[config.mk]
export PLATFORM = sky130hd
export DESIGN_NAME = poly_tone_mixer
export DESIGN_NICKNAME = d
export VERILOG_FILES = /design/src/rtl/synth_pkg.sv /design/src/rtl/tone_wave_shaper.sv /design/src/rtl/poly_tone_mixer.sv
export SDC_FILE = /design/constraint.sdc
export NUM_CORES = 1
export LEC_CHECK = 0
export BUFFER_PORTS_ARGS = -buffer_cell sky130_fd_sc_hd__buf_4
export CORE_MARGIN = 2
export CORE_UTILIZATION = 40
export CTS_BUF_LIST = sky130_fd_sc_hd__clkbuf_4
export DETAILED_ROUTE_END_ITERATION = 6
export PLACE_DENSITY_LB_ADDON = 0.25
export SETUP_SLACK_MARGIN = 0.3
export SYNTH_ARGS = -nofsm -noshare
export SYNTH_HDL_FRONTEND = slang
export SYNTH_HIERARCHICAL = 1
export SYNTH_SLANG_ARGS = --single-unit
[constraint.sdc]
create_clock -name iCLK -period 4.8 [get_ports iCLK]
set_input_delay 0.96 -clock iCLK [delete_from_list [all_inputs] [get_ports iCLK]]
set_output_delay 0.96 -clock iCLK [all_outputs]
set_load 0.005 [all_outputs]
[src/rtl/synth_pkg.sv]
// Shared waveform codes, FSM state encodings and helpers for the tone mixer.
// Envelope ramp enabled by defining POLY_TONE_ENV_EN.
package synth_pkg;

  typedef enum logic [1:0] {
    WAVE_SQUARE = 2'b00,
    WAVE_SAW    = 2'b01,
    WAVE_TRI    = 2'b10,
    WAVE_OFF    = 2'b11
  } wave_e;

  typedef enum logic [1:0] {
    ST_IDLE = 2'b00,
    ST_CALC = 2'b01,
    ST_ADD  = 2'b10,
    ST_OUT  = 2'b11
  } state_e;

  function automatic int clog2(input int v);
    int r;
    r = 0;
    for (int i = 0; i < 31; i++)
      if ((1 << i) < v) r = i + 1;
    return r;
  endfunction

endpackage

[src/rtl/tone_wave_shaper.sv]
// Combinational waveform shaper: top phase bits + waveform code -> signed wave.
// Time-shared across all voices by the mixer.
module tone_wave_shaper
  import synth_pkg::*;
#(
  parameter int PHASE_W  = 24,
  parameter int SAMPLE_W = 16
) (
  input  logic [PHASE_W-1:0]         phase,
  input  logic [1:0]                 instru,
  output logic signed [SAMPLE_W-1:0] wave
);

  localparam logic signed [SAMPLE_W-1:0] FS =
    {1'b0, {(SAMPLE_W-1){1'b1}}};

  logic [SAMPLE_W-1:0] t;
  logic                msb;
  logic [SAMPLE_W-2:0] f;

  assign t   = phase[PHASE_W-1 -: SAMPLE_W];
  assign msb = t[SAMPLE_W-1];
  assign f   = msb ? ~t[SAMPLE_W-2:0] : t[SAMPLE_W-2:0];

  // triangle is {f,0} with its msb flipped to centre it on zero
  always_comb begin
    wave = '0;
    unique case (wave_e'(instru))
      WAVE_SQUARE: wave = msb ? -FS : FS;
      WAVE_SAW:    wave = {~msb, t[SAMPLE_W-2:0]};
      WAVE_TRI:    wave = {~f[SAMPLE_W-2], f[SAMPLE_W-3:0], 1'b0};
      WAVE_OFF:    wave = '0;
    endcase
  end

endmodule

[src/rtl/poly_tone_mixer.sv]
// N-voice time-multiplexed tone generator and saturating mixer.
// Define POLY_TONE_ENV_EN for attack/release envelopes; otherwise voices are gated on/off.
module poly_tone_mixer
  import synth_pkg::*;
#(
  parameter int NUM_CH       = 4,
  parameter int PHASE_W      = 24,
  parameter int SAMPLE_W     = 16,
  parameter int ENV_W        = 8,
  parameter int ATTACK_STEP  = 8,
  parameter int RELEASE_STEP = 2
) (
  input  logic                      iCLK,
  input  logic                      iRST_N,
  input  logic                      iTick,
  input  logic [NUM_CH*PHASE_W-1:0] iFreqInc,
  input  logic [NUM_CH-1:0]         iGate,
  input  logic [1:0]                iInstru,
  output logic signed [SAMPLE_W-1:0] oSample,
  output logic                      oValid,
  output logic [NUM_CH-1:0]         oActive,
  output logic                      oOverrun
);

  localparam int CH_W  = (NUM_CH > 1) ? clog2(NUM_CH) : 1;
  localparam int ACC_W = SAMPLE_W + clog2(NUM_CH) + 1;
  localparam logic [CH_W-1:0]  CH_LAST = CH_W'(NUM_CH - 1);
  localparam logic [ENV_W-1:0] LVL_MAX = '1;
  localparam logic signed [ACC_W-1:0] S_MAX =
    {{(ACC_W-SAMPLE_W+1){1'b0}}, {(SAMPLE_W-1){1'b1}}};
  localparam logic signed [ACC_W-1:0] S_MIN = ~S_MAX;

  state_e state_q, state_d;
  logic [CH_W-1:0] ch_q, ch_d;

  logic [PHASE_W-1:0] phase_q [NUM_CH];
  logic [NUM_CH-1:0]  gate_q;
  logic signed [ACC_W-1:0]    acc_q;
  logic signed [SAMPLE_W-1:0] scaled_q;

  logic [PHASE_W-1:0] inc_arr [NUM_CH];
  logic [PHASE_W-1:0] inc, phase_new;
  logic               gate, rise;
  logic [ENV_W-1:0]   level_new;
  logic signed [SAMPLE_W-1:0] wave, scaled;
  logic signed [SAMPLE_W-1:0] clamped;

  for (genvar g = 0; g < NUM_CH; g++) begin : g_inc
    assign inc_arr[g] = iFreqInc[g*PHASE_W +: PHASE_W];
  end

  assign inc       = inc_arr[ch_q];
  assign gate      = iGate[ch_q];
  assign rise      = gate & ~gate_q[ch_q];
  assign phase_new = rise ? '0 : phase_q[ch_q] + inc;

  tone_wave_shaper #(
    .PHASE_W  (PHASE_W),
    .SAMPLE_W (SAMPLE_W)
  ) u_shaper (
    .phase  (phase_new),
    .instru (iInstru),
    .wave   (wave)
  );

`ifdef POLY_TONE_ENV_EN
  logic [ENV_W-1:0] level_q [NUM_CH];
  logic [ENV_W-1:0] lvl;
  logic signed [SAMPLE_W+ENV_W:0] prod;

  assign lvl = level_q[ch_q];

  // saturating ramp towards full scale or zero
  always_comb begin
    level_new = lvl;
    if (gate) begin
      if (LVL_MAX - lvl < ENV_W'(ATTACK_STEP)) level_new = LVL_MAX;
      else level_new = lvl + ENV_W'(ATTACK_STEP);
    end else begin
      if (lvl < ENV_W'(RELEASE_STEP)) level_new = '0;
      else level_new = lvl - ENV_W'(RELEASE_STEP);
    end
  end

  assign prod   = wave * $signed({1'b0, level_new});
  assign scaled = SAMPLE_W'(prod >>> ENV_W);

  always_ff @(posedge iCLK or negedge iRST_N) begin
    if (!iRST_N) begin
      for (int i = 0; i < NUM_CH; i++) level_q[i] <= '0;
    end else if (state_q == ST_CALC) begin
      level_q[ch_q] <= level_new;
    end
  end
`else
  assign level_new = gate ? LVL_MAX : '0;
  assign scaled    = gate ? wave : '0;
`endif

  always_comb begin
    clamped = acc_q[SAMPLE_W-1:0];
    if (acc_q > S_MAX)      clamped = S_MAX[SAMPLE_W-1:0];
    else if (acc_q < S_MIN) clamped = S_MIN[SAMPLE_W-1:0];
  end

  always_comb begin
    state_d = state_q;
    ch_d    = ch_q;
    unique case (state_q)
      ST_IDLE: begin
        if (iTick) begin
          state_d = ST_CALC;
          ch_d    = '0;
        end
      end
      ST_CALC: state_d = ST_ADD;
      ST_ADD: begin
        if (ch_q == CH_LAST) begin
          state_d = ST_OUT;
        end else begin
          state_d = ST_CALC;
          ch_d    = ch_q + 1'b1;
        end
      end
      ST_OUT: state_d = ST_IDLE;
    endcase
  end

  always_ff @(posedge iCLK or negedge iRST_N) begin
    if (!iRST_N) begin
      state_q  <= ST_IDLE;
      ch_q     <= '0;
      acc_q    <= '0;
      scaled_q <= '0;
      gate_q   <= '0;
      oSample  <= '0;
      oValid   <= 1'b0;
      oActive  <= '0;
      oOverrun <= 1'b0;
      for (int i = 0; i < NUM_CH; i++) phase_q[i] <= '0;
    end else begin
      state_q <= state_d;
      ch_q    <= ch_d;
      oValid  <= 1'b0;
      if (iTick && state_q != ST_IDLE) oOverrun <= 1'b1;
      unique case (state_q)
        ST_IDLE: acc_q <= '0;
        ST_CALC: begin
          phase_q[ch_q] <= phase_new;
          gate_q[ch_q]  <= gate;
          oActive[ch_q] <= (level_new != '0);
          scaled_q      <= scaled;
        end
        ST_ADD: acc_q <= acc_q + ACC_W'(scaled_q);
        ST_OUT: begin
          oSample <= clamped;
          oValid  <= 1'b1;
        end
      endcase
    end
  end

endmodule

==> metrics.md, run 1 <==
| Metric | Value |
|---|---|
| Worst Setup SP | `ch_q[0]` |
| Cts bufs inserted | `17` |
| Die area | `between 20000 and 30000 um^2` |
| Hold slack | `roughly 0.45 ns` |
| PD cells | `roughly 830 nW/um^2` |
| Unrepaired setup endpoints after global routing | `yes` |
| Reg2reg end | `scaled_q[14]` |
| I/O Buffers | `about 130` |
| Fin crit share | `88.9%` |
| Drt first pass iters | `7` |
| Root Driver | `clkbuf_4` |
| IO Count | `approximately 130` |
| Critical path's slowest cell | `dfrtp_4` |
| Area overhead of the layout relative to synthesis | `15.4%` |
| Clk slew on worst S/H paths | `roughly 0.15 ns` |
| Hold_buf cts | `0` |
| M2 GR Usage | `between 30% and 40%` |
| Synth Instances | `991` |
| Logic pwr share | `around two thirds` |
| Final Setup Violations | `0` |
| Post-Place Cells | `approximately 1400` |
| Worst Max-Slew Pin Slew | `approximately 0.95 ns` |
| Total core area | `24200 um^2` |
| Min Tclk post-route | `roughly 4.3 ns` |
| Residual DRC | `0` |
| Slew margin rel. | `36.7%` |
| Worst vdd ir | `just under 0.4 mV` |
| Final global-route overflow total | `0` |
| Fmax achieved | `234 MHz` |
| Via Count | `7851` |
| Most used routing layer | `met2` |
| First DRT Iteration DRCs | `~480` |
| Worst hold path class | `input pin to asynchronous set/reset pin` |
| Vias in the first global route | `7774` |
| Worst setup path class | `flop to flop` |
| Crit end category | `flop` |
| Initial Utilization | `40.6%` |
| WP data required | `~5.3 ns` |
| Switching pwr | `about 4.6 mW` |
| Detailed placer's ending HPWL | `about 18 mm` |
| Die W | `roughly 160 um` |
| Crit-path max FO | `16` |
| Max Cap Viol | `0` |
| Reg2reg setup slack | `about 0.53 ns` |
| Pins over their slew limit | `0` |
| R2R depth | `14` |
| Share of cells above drive strength 1 | `24.5%` |
| H-tree lvl count | `4` |
| Antenna violations before repair | `1` |
| Pre-CTS setup slack | `between 0.2 and 0.25 ns` |
| Status | `finished, final reports clean` |
| Final Non-Filler Cells | `1441` |
| Routed wire per std cell | `about 17 um` |
| Met1 Use GR | `26.6%` |
| Leak | `5.32 nW` |
| Synth Area per Inst | `about 9.9 um^2` |
| First-pass GRT wire length | `around 40 mm` |
| GRT Total Usage | `between 10% and 20%` |
| Number of nets in the layout | `about 1300` |
| Final hold violation count | `0` |
| Worst Path Arrival | `around 4.7 ns` |
| Cell-by-cell trace of the critical path | `buf_12, mux4_2, ha_1, nand4_1, o21ai_0, a31oi_1, o211ai_1, xnor2_2, and2_1, buf_4, and4bb_2, a221o_1, nand3_1, nand2_1` |
| Deepest clock path buffer count | `2` |
| Final setup TNS | `0 ns` |
| Placer congestion estimate | `0.864` |
| Num Clock Sinks | `~160` |
| Fraction of power consumed by the clock network | `7.9%` |
| Max incr delay on CP | `just under 0.6 ns` |
| Fin worst setup slack | `approximately 0.53 ns` |
| Critical path launch point type | `flop` |
| Share of power burned in registers | `24.1%` |
| Routing usage on met3 | `between 3 and 4%` |
| Clock Latency Late Sink | `0.57 ns` |
| Synth Warn # | `6` |
| Post-Syn Area | `~9800 um^2` |
| Post-synthesis net count | `~1100` |
| Rows | `57` |
| CTS tree | `yes` |
| Die height | `about 160 um` |
| Reg2reg start | `ch_q[0]` |
| Post-route ant nets | `0` |
| Int Power | `slightly below 5 mW` |
| Worst Skew | `roughly 0.028 ns` |
| Routed vias/inst | `~5.4` |
| Final WL | `between 20 and 25 mm` |
| Pin count of the biggest net entering global routing | `between 90 and 100` |
| Switching Share | `48.8%` |
worst max-delay path, delay by kind of cell (launching register included):
family,cells,cell delay (ns)
flops,1,0.58
compound gates,4,1.09
buf+inv,2,0.44
mux,1,0.54
simple gates,5,0.85
fa+ha+maj,1,0.46
xor+xnor,1,0.19
layout make-up:
type	count	area, um^2
fillers	2359	12900
multi-input cells	749	5500
flip-flops and latches	157	3930
repair buffers	151	1170
well taps	324	405
clock buffers	18	135
clock inverters	14	119
inverters	27	101
diodes	1	2.50
per-stage QoR:
step           area [um^2]  util, %  total power, mW
2_1_floorplan         9850        -             6.92
3_3_place_gp         11000     45.4             8.52
3_5_place_dp         11000     45.4             8.60
4_1_cts              11300     46.5             9.41
5_1_grt              11400     46.9             10.3
6_report             11400     46.9             9.46
power groups by stage:
stage | Combinational, mW | Clock (mW) | Sequential (mW)
CTS | 6.34 | 0.778 | 2.29
detailed placement | 6.26 | 0 | 2.34
finish | 6.43 | 0.752 | 2.28
global route | 7.13 | 0.838 | 2.36
global placement | 6.19 | 0 | 2.33
floorplan | 4.75 | 0 | 2.17
state kept, by name, summed over array words and instances, names as in the netlist:
signal / flops
ch_q: 2
phase_q: 96
oValid: 1
oActive: 4
oSample: 16
state_q: 2
scaled_q: 16
oOverrun: 1
acc_q: 19
what timing repair did:
item,4_1_cts,5_1_grt
hold endpoints to repair,0,0
buffers inserted,1,9
setup endpoints to repair,14,15
pin swaps,0,2
gates resized for setup,1,1
cell usage in the layout (no fill, tap or decap), drive strengths merged, types with 10 or more instances in the layout:
master,instances
clkbuf,18
o21ai,112
o31ai,18
nor3,10
a21oi,43
nor2,29
inv,30
buf,151
a221o,16
nand3,26
nand2b,19
nand2,211
xnor2,26
and4bb,14
xor2,10
a21o,15
ha,45
mux4,49
a22o,17
dfrtp,157
worst max path at each step:
stage | endpoint | slack, ns
finish | scaled_q[14] | 0.53
global route | scaled_q[1] | 0.32
CTS | scaled_q[14] | 0.36
detailed placement | scaled_q[1] | 0.22
global placement | scaled_q[14] | 0.23
floorplan | scaled_q[15] | 0.58
per-layer routing:
metal	wire, um	vias to the layer above
li1	-	3828
met1	11100	3808
met2	12100	189
met3	1110	26
met4	310	0
met5	0	-
Power figures use the tool's default switching activity.
==> run 2: changes to the inputs <==
--- a/config.mk
+++ b/config.mk
@@ -14,2 +14,3 @@
 export SETUP_SLACK_MARGIN = 0.3
+export SLEW_MARGIN = 5
 export SYNTH_ARGS = -nofsm -noshare
==> constraint.sdc (replaced) <==
create_clock -name iCLK -period 4.7 [get_ports iCLK]
set_input_delay 0.235 -clock iCLK [delete_from_list [all_inputs] [get_ports iCLK]]
set_output_delay 0.235 -clock iCLK [all_outputs]
set_load 0.005 [all_outputs]
==> metrics.md, run 2 (synthesis gave the netlist of run 1 again) <==
| Metric | Value |
|---|---|
| First-pass GRT wire length | `40.4 mm (was 40.7 mm)` |
| First DRT Iteration DRCs | `551 (was 476)` |
| Detailed placer's ending HPWL | `17.7 mm (was 17.8 mm)` |
| Final Setup Violations | `0 (unchanged)` |
| Die height | `161 um (unchanged)` |
| Most common cell after layout, fill and taps aside | `nand2_1 (unchanged)` |
| Worst setup path class | `flop to flop (unchanged)` |
| Drt first pass iters | `5 (was 7)` |
| Final Non-Filler Cells | `1439 (was 1441)` |
| Post-Place Cells | `1399 (was 1398)` |
| Vias in the first global route | `7669 (was 7774)` |
| Total core area | `24200 um^2 (unchanged)` |
| Worst Path Arrival | `4.65 ns (was 4.73 ns)` |
| Number of nets in the layout | `1254 (was 1255)` |
| Max FFs per register | `96 (unchanged)` |
| Slew margin rel. | `36.1% (was 36.7%)` |
| Int Power | `5.00 mW (was 4.84 mW)` |
| Clk slew on worst S/H paths | `0.14 ns (was 0.15 ns)` |
| GRT Total Usage | `19.6% (was 19.8%)` |
| Worst hold path class | `input pin to flop (was input pin to asynchronous set/reset pin)` |
| Pins over their slew limit | `0 (unchanged)` |
| Share of cells above drive strength 1 | `24.4% (was 24.5%)` |
| Share of power burned in registers | `24.1% (about the same)` |
| Area overhead of the layout relative to synthesis | `15.7% (was 15.4%)` |
| Via Count | `7815 (was 7851)` |
| Max Cap Viol | `0 (unchanged)` |
| Status | `finished, final reports clean (unchanged)` |
| Crit end category | `flop (unchanged)` |
| Post-route ant nets | `0 (unchanged)` |
| Switching Share | `48.5% (was 48.8%)` |
| CTS tree | `yes (unchanged)` |
| Fmax achieved | `239 MHz (was 234 MHz)` |
| Residual DRC | `0 (unchanged)` |
| Clock Latency Late Sink | `0.59 ns (was 0.57 ns)` |
| I/O Buffers | `126 (unchanged)` |
| Min Tclk post-route | `4.18 ns (was 4.27 ns)` |
| WP data required | `5.18 ns (was 5.27 ns)` |
| Num Clock Sinks | `157 (unchanged)` |
| Final setup TNS | `0 ns (unchanged)` |
| Deepest clock path buffer count | `2 (unchanged)` |
| Leak | `5.34 nW (was 5.32 nW)` |
| Fraction of power consumed by the clock network | `8.5% (was 7.9%)` |
| Routed wire per std cell | `16.9 um (was 17.1 um)` |
| Placer congestion estimate | `0.879 (was 0.864)` |
| Largest Register | `phase_q (unchanged)` |
| Final WL | `24.4 mm (was 24.6 mm)` |
| IO Count | `127 (unchanged)` |
| Root Driver | `clkbuf_4 (unchanged)` |
| Worst Max-Slew Pin Slew | `0.955 ns (was 0.947 ns)` |
| Worst vdd ir | `0.372 mV (was 0.394 mV)` |
| H-tree lvl count | `4 (unchanged)` |
| Routed vias/inst | `5.43 (was 5.45)` |
| PD cells | `851 nW/um^2 (was 833 nW/um^2)` |
| Pin count of the biggest net entering global routing | `67 (was 94)` |
| Crit-path max FO | `15 (was 16)` |
| Antenna violations before repair | `1 (unchanged)` |
| Final hold violation count | `0 (unchanged)` |
| Final global-route overflow total | `0 (unchanged)` |
| Die W | `161 um (unchanged)` |
| Critical path launch point type | `flop (unchanged)` |
| Fin crit share | `88.9% (about the same)` |
| Unrepaired setup endpoints after global routing | `no (was yes)` |
| Rows | `57 (unchanged)` |
| Most frequent cells in the layout | `nand2_1, dfrtp_1, buf_4, o21ai_0, mux4_2 (unchanged)` |
| Die area | `25900 um^2 (unchanged)` |
| Initial Utilization | `40.6% (unchanged)` |
| Cts bufs inserted | `17 (unchanged)` |
| Worst Skew | `0.0207 ns (was 0.0277 ns)` |
| Switching pwr | `4.70 mW (was 4.62 mW)` |
| Largest registers | `phase_q x96, acc_q x19 (unchanged)` |
| Logic pwr share | `67.4% (was 67.9%)` |
[run 2: changes by cell type in the layout (fill, tap and decap cells not counted), sizes merged]
cell	change
buf	-3
bufinv	+1
clkbuf	+3
clkinvlp	-3
dlygate4sd3	+2
inv	-2
[run 2: worst paths after layout]
path | endpoint | slack [ns] | depth (start not counted) | start
worst max-delay path | scaled_q[14] | 0.52 | 15 | ch_q[0]
worst min-delay path | scaled_q[0] | 0.07 | 4 | iInstru[0]
worst max register to register | scaled_q[14] | 0.52 | 15 | ch_q[0]
worst min register to register | oSample[10] | 0.48 | 2 | oSample[10]
max in group asynchronous | ch_q[1] | 3.45 | 3 | iRST_N
min in group asynchronous | oSample[14] | 0.19 | 2 | iRST_N
[run 2: stage by stage]
step / setup slack (ns) / utilization [%] / hold slack [ns] / power (mW) / area [um^2]
after floorplan: 0.481 / - / -0.0606 / 7.07 / 9850
after global placement: 0.380 / 45.4 / 0.272 / 8.67 / 11000
after detailed placement: 0.308 / 45.4 / 0.274 / 8.75 / 11000
after CTS: 0.541 / 46.9 / 0.0537 / 9.67 / 11400
after global routing: 0.329 / 47.0 / 0.0854 / 10.5 / 11400
final: 0.522 / 47.0 / 0.0668 / 9.70 / 11400
[run 2: per-layer routing]
layer / GRT usage, % / up-vias / routed length [um]
li1: - / 3819 / -
met1: 26.5 / 3813 / 11100
met2: 32.9 / 164 / 12000
met3: 3.77 / 19 / 985
met4: 4.30 / 0 / 284
met5: 0 / - / 0
[run 2: power groups by stage]
stage	logic [mW]	registers, mW	clock network [mW]
after floorplan	4.85	2.21	0
after global routing	7.21	2.42	0.908
after global placement	6.30	2.38	0
final	6.53	2.33	0.829
after CTS	6.49	2.33	0.848
after detailed placement	6.36	2.39	0
[run 2: layout make-up]
cell class              instances  area [um^2]
clock inverters                10          118
fillers                      2335        12900
well taps                     324          405
repair buffers                150         1160
inverters                      27          101
multi-input cells             749         5510
flip-flops and latches        157         3930
clock buffers                  21          158
diodes                          1         2.50
[run 2: repair_timing]
action / 4_1_cts / 5_1_grt
endpoints found under the setup margin: 6 / 2
hold endpoints to repair: 66 / 0
buffers inserted: 6 / 0
hold buffers: 2 / 0
resized for setup: 2 / 2
[run 2: critical path, cell delays in order, from the launching register on]
cell and delay [ns]:
dfrtp_4 0.51, buf_12 0.19, buf_4 0.17, mux4_2 0.51, ha_1 0.40, nand4_1 0.25, o21ai_0 0.24, a31oi_1 0.14
o211ai_1 0.35, xnor2_2 0.17, and2_1 0.27, buf_4 0.21, and4bb_2 0.22, a221o_1 0.29, nand3_1 0.08, nand2_1 0.06
